### src/rtl/delay_timer.sv
// delay_timer: START/RDY responder that counts a programmable delay on a prescaled tick and pulses RDY on expiry.
module delay_timer #(
  parameter int WIDTH    = 16,
  parameter int PRESCALE = 1
) (
  input  logic             clk,
  input  logic             reset,
  input  logic             START,
  input  logic [WIDTH-1:0] DELAY,
  input  logic             ABORT,
  output logic             RDY,
  output logic             BUSY,
  output logic [WIDTH-1:0] COUNT,
  output logic             ERR
);
  localparam int PW = PRESCALE > 1 ? $clog2(PRESCALE) : 1;
  typedef enum logic [1:0] {IDLE, RUN, DONE} state_t;
  state_t state_q, state_d;
  logic [WIDTH-1:0] count_q, count_d;
  logic [PW-1:0] pc_q, pc_d;
  logic err_q, err_d;
  logic tick, last;
  assign tick = pc_q == PW'(PRESCALE - 1);
  assign last = tick && count_q == WIDTH'(1);
  always_comb begin
    state_d = IDLE;
    count_d = '0;
    pc_d    = '0;
    err_d   = err_q;
    case (state_q)
      IDLE, DONE: if (START && !ABORT) begin
        state_d = DELAY != '0 ? RUN : DONE;
        count_d = DELAY;
        err_d   = 1'b0;
      end
      RUN: if (!ABORT) begin
        state_d = last ? DONE : RUN;
        count_d = tick && count_q != '0 ? count_q - 1'b1 : count_q;
        pc_d    = tick ? '0 : pc_q + 1'b1;
        err_d   = err_q | START;
      end
      default: state_d = IDLE;
    endcase
  end
  always_ff @(posedge clk or negedge reset)
    if (!reset) begin
      state_q <= IDLE;
      count_q <= '0;
      pc_q    <= '0;
      err_q   <= 1'b0;
    end else begin
      state_q <= state_d;
      count_q <= count_d;
      pc_q    <= pc_d;
      err_q   <= err_d;
    end
  assign RDY   = state_q == DONE;
  assign BUSY  = state_q == RUN;
  assign COUNT = count_q;
  assign ERR   = err_q;
endmodule

### config.mk
export PLATFORM = sky130hd
export DESIGN_NAME = delay_timer
export DESIGN_NICKNAME = d
export VERILOG_FILES = /design/src/rtl/delay_timer.sv
export SDC_FILE = /design/constraint.sdc
export NUM_CORES = 1
export LEC_CHECK = 0
export CORE_ASPECT_RATIO = 0.75
export CORE_UTILIZATION = 25
export DETAILED_ROUTE_END_ITERATION = 10
export GPL_TIMING_DRIVEN = 1
export HOLD_SLACK_MARGIN = 0.12
export PLACE_DENSITY = 0.53
export SLEW_MARGIN = 0
export SYNTH_ARGS = -nofsm -noshare
export SYNTH_HDL_FRONTEND = slang
export SYNTH_SLANG_ARGS = --single-unit
### constraint.sdc
create_clock -name clk -period 5.1 [get_ports clk]
set_input_delay 1.53 -clock clk [delete_from_list [all_inputs] [get_ports clk]]
set_output_delay 1.53 -clock clk [all_outputs]
set_load 0.1 [all_outputs]
# ---- Word-level counts from Yosys, hierarchy flattened
# Cells that the tools add are included.
# W data, S select, Z words.
dict set report totals {
  reg_bits 20
  input_bits 20
  output_inout_bits 19
  elab_cells 39
}
dict set report classes {
  n_addsub 2
  eq_ne 6
  n_mux 15
  n_bitwise 2
  reduce_logical 10
}
# operator n
set ops {}
lappend ops {{$mux W16} 3}
lappend ops {{$pmux W16 S2} 1}
lappend ops {{$reduce_bool A16 Y1} 2}
lappend ops {{$eq A16 B1 Y1 const B} 1}
lappend ops {{$sub A16 B1 Y16 const B} 1}
lappend ops {{$mux W2} 4}
lappend ops {{$mux W1} 5}
lappend ops {{$ne A2 B2 Y1 const B} 2}
lappend ops {{$pmux W2 S2} 1}
lappend ops {{$logic_and A1 B1 Y1} 3}
lappend ops {{$ne A3 B2 Y1 const B} 1}
lappend ops {{$reduce_and A3 Y1} 1}
lappend ops {{$eq A2 B1 Y1 const B} 1}
lappend ops {{$eq A2 B2 Y1 const B} 1}
lappend ops {{$logic_not A2 Y1} 1}
lappend ops {{$pmux W1 S2} 1}
lappend ops {{$reduce_bool A2 Y1} 1}
lappend ops {{$reduce_or A2 Y1} 1}
lappend ops {{$add A1 B1 Y1 const B} 1}
lappend ops {{$logic_not A1 Y1} 1}
lappend ops {{$not A1 Y1} 1}
lappend ops {{$or A1 B1 Y1} 1}

# ---- Depth between registers and ports, before layout
# Gate-level depths: netlist of run 1.
dict set report logic_depth {
  depth_word 5
  depth_mapped 9
  depth_no_buf 6
}

# ---- Worst setup path before layout of run 1
# No wires, ideal clock.
dict set report synth_timing {
  path_kind {register -> output}
  startpoint {reg state_q[0]}
  endpoint {out RDY}
  arrival_time_ns 2.015
  required_ns 3.570
  slack_ns 1.555
  path_stages_with_launch 4
  path_buffers 2
  path_cell_list {dfrtp_1 > clkbuf_1 > buf_1 > nor2_1}
}
dict set report synth_between {
  elab_chain_len 1
}
# item line_no
set synth_lines {}
lappend synth_lines {{start, declared} 18} ;# state_t state_q, state_d;
lappend synth_lines {{start signal, assigned} 52} ;# state_q <= state_d;
lappend synth_lines {{$eq A2 B2 Y1} 57} ;# assign RDY = state_q == DONE;
lappend synth_lines {{end, declared} 11} ;# output logic RDY,
# No other way between the ends.

# ---- Final worst setup path of run 1
dict set report layout_timing {
  startpoint {reg state_q[0]}
  endpoint {out BUSY}
}
dict set report layout_between {
  elab_chain_len 1
}
# item line_no
set layout_lines {}
lappend layout_lines {{$eq A2 B1 Y1} 58} ;# assign BUSY = state_q == RUN;
lappend layout_lines {{end, declared} 12} ;# output logic BUSY,
# No other way between the ends.

==> results of run 1 <==
## final timing paths
path / from / to / slack (ns)
max: state_q[0]$_DFF_PN0_ / BUSY / 1.15
max reg2reg: COUNT[0]$_DFFE_PN0P_ / COUNT[15]$_DFFE_PN0P_ / 2.33
max in group asynchronous: reset / COUNT[11]$_DFFE_PN0P_ / 2.73
min: ERR$_DFFE_PN0P_ / ERR$_DFFE_PN0P_ / 0.53
min reg2reg: ERR$_DFFE_PN0P_ / ERR$_DFFE_PN0P_ / 0.53
min in group asynchronous: reset / COUNT[0]$_DFFE_PN0P_ / 1.79
## metal layers
metal	wire length, um	global-route usage [%]	part of all wire, %
met3	227	5.24	5.9
met2	1770	22.7	46
met1	1860	20.7	48
met5	0	0	0
met4	13	2.37	0.34
## cell type report
cell class	count	area, um^2
Tap cell	60	75.1
Clock buffer	3	41.3
Clock inverter	1	5.00
Sequential cell	19	475
Multi-Input combinational cell	104	707
Fill cell	509	3160
Inverter	4	15.0
Timing Repair Buffer	40	395
## cells by family after synthesis
group | after synthesis
and+or+nand+nor | 58
AOI/OAI and AO/OA | 39
DFF | 19
muxes | 3
buffers and inverters | 16
adders and majority gates | 2
xor gates and xnor gates | 2
## cells in the mapped netlist (2+ instances only)
| master | count |
|---|---|
| o21ai_0 | 4 |
| nor4_1 | 9 |
| clkbuf_1 | 7 |
| o211ai_1 | 2 |
| and2_1 | 3 |
| or3b_2 | 2 |
| a32oi_1 | 3 |
| a22oi_1 | 9 |
| nor3b_1 | 2 |
| or4_1 | 7 |
| nand2_1 | 14 |
| nor3_1 | 3 |
| dfrtp_1 | 19 |
| or3_1 | 4 |
| inv_1 | 4 |
| nor2_1 | 7 |
| or2_2 | 2 |
| ha_1 | 2 |
| buf_6 | 4 |
| o31ai_1 | 3 |
| mux2i_1 | 3 |
| o21a_1 | 3 |
| a21oi_1 | 6 |
## sequential cells by signal, indices dropped and copies added, names as in the netlist
register / count
ERR: 1
state_q: 2
COUNT: 16
## stage by stage
| stage | power [mW] | setup WS (ns) | std cells | hold slack, ns | instance area (um^2) |
|---|---|---|---|---|---|
| 6_report | 0.653 | 1.15 | 231 | 0.529 | 1710 |
| 4_1_cts | 0.654 | 1.18 | 231 | 0.535 | 1710 |
| 2_1_floorplan | 0.464 | 1.55 | 139 | 0.634 | 1270 |
| 3_5_place_dp | 0.543 | 1.49 | 227 | 0.504 | 1670 |
| 3_3_place_gp | 0.541 | 1.47 | 227 | 0.501 | 1670 |
| 5_1_grt | 0.686 | 1.08 | 231 | 0.584 | 1710 |
## report_power, final
part           total, mW  leakage [nW]  switching (mW)  internal [mW]
clock              0.110        0.0255          0.0554         0.0545
combinational      0.343         0.416           0.241          0.102
sequential         0.201         0.254          0.0317          0.169
## critical path: stages, from the launching register on
cell and delay, ns:
dfrtp_1 0.80, nor2b_1 0.21, clkdlybuf4s50_1 1.14
==> metrics.txt, run 1 <==
Remaining DRCs 2; Core Area roughly 4900 um^2; GP Congestion 0.784; fin util about a third; top-area cell type share of the netlist area a little under two fifths; R2R depth 6; num ports 39; Sink Count 19; Max Fclk ~250 MHz; DRT iter0 DRCs between 100 and 150; vias in the first global route 1243; Hold Vio Cnt, Final 0; post-synthesis compound-gate area fraction about a quarter; clk root buf clkbuf_8; total track usage between 10% and 20%; IO Port Bufs 38; Initial Utilization a little over a quarter; failing checks design-rule violations; H-tree depth 1; #FFs+latches synth 19; sequential area share after synthesis 37.5%; TritonCTS clock tree built; mux share of post-synthesis cell area under 10%; remaining global-route overflow 0; Layout area overhead 35.2%; Synth area leaders dfrtp_1, a22oi_1, nor4_1; cell taking the most area after synthesis dfrtp_1; Peak VDD IR about 0.18 mV; final setup vio count 0; vias per inst ~5.5; max-cap violation count 0; post-synthesis cell area roughly 1300 um^2; global-route wire length before repair 6270 um; CP max FO 19; hpwl dp approximately 2700 um; die area approximately 5400 um^2; drt total wl between 3000 and 4000 um; largest net degree at the start of global routing 20; max_slew headroom 35.0%; largest family of logic cells by synthesized area simple AND/OR/NAND/NOR gates; Wirelength per Cell approximately 17 um; Mean Syn Cell Area ~9.1 um^2; post-cts sizing count 0; CP Class flop to output port; worst-case clock buffer depth 2; Synth Area in Adders slightly below 2%; CP arrival about 2.4 ns; initial antenna violation count 0; CP endpoint kind output port; share of cells above drive strength 1 about 8.8%; Die Ht roughly 64 um; Synth Area in XOR/XNOR approximately 1.4%; slew at the pin closest to its max-slew limit roughly 1 ns; final antenna-violating net count 0; FFs w/ async S/R, synth 100%; final setup TNS 0 ns; Post-synth EDFFs 0; most frequent cells in the layout clkdlybuf4s50_1, dfrtp_1, nand2_1, nor4_1, a22oi_1; Hold Path Depth 2; Die X 84.2 um; Simple-Gate Fraction of Synth Area between 20% and 30%; Via Count around 1300; clk_skew about 0.0070 ns; Nets approximately 190; synth warn 0; RSZ-0062 raised after global routing false; drt pass-1 iters 7; final worst path period share 77.5%; fin. max-slew vios 0; Reg clk slew, reported paths 0.08 ns; syn nets 161; pwr dens 381 nW/um^2; final worst path period need around 4.0 ns; WP data required between 3 and 4 ns; Synth Instances around 140; total CTS buffers 3; Ant. Diodes 0; Top FF cell, synth dfrtp_1; Cell variety after synth 40; post-CTS setup buffer count 0; worst skew pair latency about 0.26 ns; status finished with violations; Lkg Pwr between 0.6 and 0.7 nW; CP startpoint kind flop; cts-stage hold buffer count 0; Hold Crit Class flop to flop; Site Rows 22; commonest non-fill, non-tap cell in the layout clkdlybuf4s50_1
Power figures use the tool's default switching activity.
==> run 2, diff against run 1 <==
Settings changed: PLACE_DENSITY 0.53 to 0.55.
Clock period 5.1 ns to 3.4 ns, I/O delays scaled along.
==> metrics.txt, run 2 (synthesis results as in run 1) <==
status finished with violations; failing checks design-rule violations; vias in the first global route between 1000 and 1500; hold slack approximately 0.52 ns; Critical Path Max Stage Delay between 0.6 and 0.7 ns; cts-stage hold buffer count 0; worst skew pair latency 0.26 ns; Sink Count 19; multi-input logic area ~710 um^2; max reg flops 16; Hold Crit Class flop to flop; CP Launch Point COUNT[0]$_DFFE_PN0P_; register area between 400 and 500 um^2; Die X about 84 um; Die Ht 63.7 um; GP Congestion 0.770; max-cap violation count 0; CP arrival around 2.9 ns; Nets between 150 and 200; commonest non-fill, non-tap cell in the layout buf_4; share of cells above drive strength 1 roughly a fifth; most frequent cells in the layout buf_4, dfrtp_1, clkdlybuf4s50_1, nand2_1; hpwl dp about 2700 um; Hold Vio Cnt, Final 0; Peak VDD IR 0.159 mV; drt pass-1 iters 7; worst setup margin 0.625 ns; clk_skew 0.00764 ns; Wirelength per Cell approximately 16 um; CP bufs+invs 1; reg-to-reg startpoint COUNT[0]$_DFFE_PN0P_; CP endpoint kind flop; clk root buf clkbuf_8; drt total wl between 3000 and 4000 um; worst-case clock buffer depth 2; Max Fclk 360 MHz; final antenna-violating net count 0; final setup vio count 0; Via Count ~1200; Ant. Diodes 0; Remaining DRCs 2; die area roughly 5400 um^2; CP startpoint kind flop; final worst path period share 81.6%; Initial Utilization 26.0%; post-CTS setup buffer count 0; initial antenna violation count 0; total CTS buffers 3; WP data required between 3 and 4 ns; max_slew headroom between 50% and 60%; CP Class flop to flop; Tot Pwr just under 1 mW; largest net degree at the start of global routing 20; Site Rows 22; Core Area 4870 um^2; TritonCTS clock tree built; global-route wire length before repair a little under 6000 um; total track usage around 14%; Top delay family on crit path simple AND/OR/NAND/NOR gates; Place WS 0.423 ns; final worst path period need around 2.8 ns; Lkg Pwr ~0.74 nW; fin. max-slew vios 0; worst-path cell chain inv_1, ha_1, or3b_2, or3_1, o31ai_4, a22oi_1; DRT iter0 DRCs between 90 and 100; final setup TNS 0 ns; final instance area ~1700 um^2; Post-Layout Cell Count 233; vias per inst 5.26; fin util 34.5%; Hold Crit Start ERR$_DFFE_PN0P_; slew at the pin closest to its max-slew limit just over 0.7 ns; RSZ-0062 raised after global routing false; IO Port Bufs 38; FILL cells roughly 530; post-cts sizing count 0; placed inst area approximately 1600 um^2; num ports 39; remaining global-route overflow 0; placed cells roughly 230; H-tree depth 1; pwr dens ~570 nW/um^2; critical path's slowest cell o31ai_4; CP max FO 14; Reg clk slew, reported paths about 0.09 ns; Layout area overhead 32.7%
## run 2: metal layers
metal  track usage, %  vias up  part of all wire (%)
li1                 -      595                     -
met1             21.6      589                    51
met2             19.8       37                    42
met3             4.19        4                   5.8
met4             3.02        0                   1.1
met5                0        -                     0
## run 2: layout make-up
| type | count | area share [%] |
|---|---|---|
| multi-input combinational | 104 | 42.0 |
| tap | 60 | 4.46 |
| inverter | 4 | 0.893 |
| sequential | 19 | 28.3 |
| timing repair buffer | 42 | 21.6 |
| clock buffer | 3 | 2.46 |
| clock inverter | 1 | 0.298 |
## run 2: where the power goes
| group | total, mW | switching, mW | leakage, nW | internal [mW] |
|---|---|---|---|---|
| registers | 0.300 | 0.0469 | 0.254 | 0.253 |
| logic | 0.497 | 0.353 | 0.459 | 0.144 |
| clock network | 0.169 | 0.0871 | 0.0255 | 0.0818 |
## run 2: final timing paths
kind	end	slack, ns	cells after the start
max reg2reg	COUNT[14]$_DFFE_PN0P_	0.63	6
min	ERR$_DFFE_PN0P_	0.52	2
min in group asynchronous	COUNT[4]$_DFFE_PN0P_	1.10	2
max	COUNT[14]$_DFFE_PN0P_	0.63	6
min reg2reg	ERR$_DFFE_PN0P_	0.52	2
max in group asynchronous	COUNT[0]$_DFFE_PN0P_	2.08	2
## run 2: worst register-to-register path, cell delays in order (launching register included)
cell	delay [ns]
dfrtp_1	0.46
inv_1	0.09
ha_1	0.18
or3b_2	0.57
or3_1	0.50
o31ai_4	0.65
a22oi_1	0.20
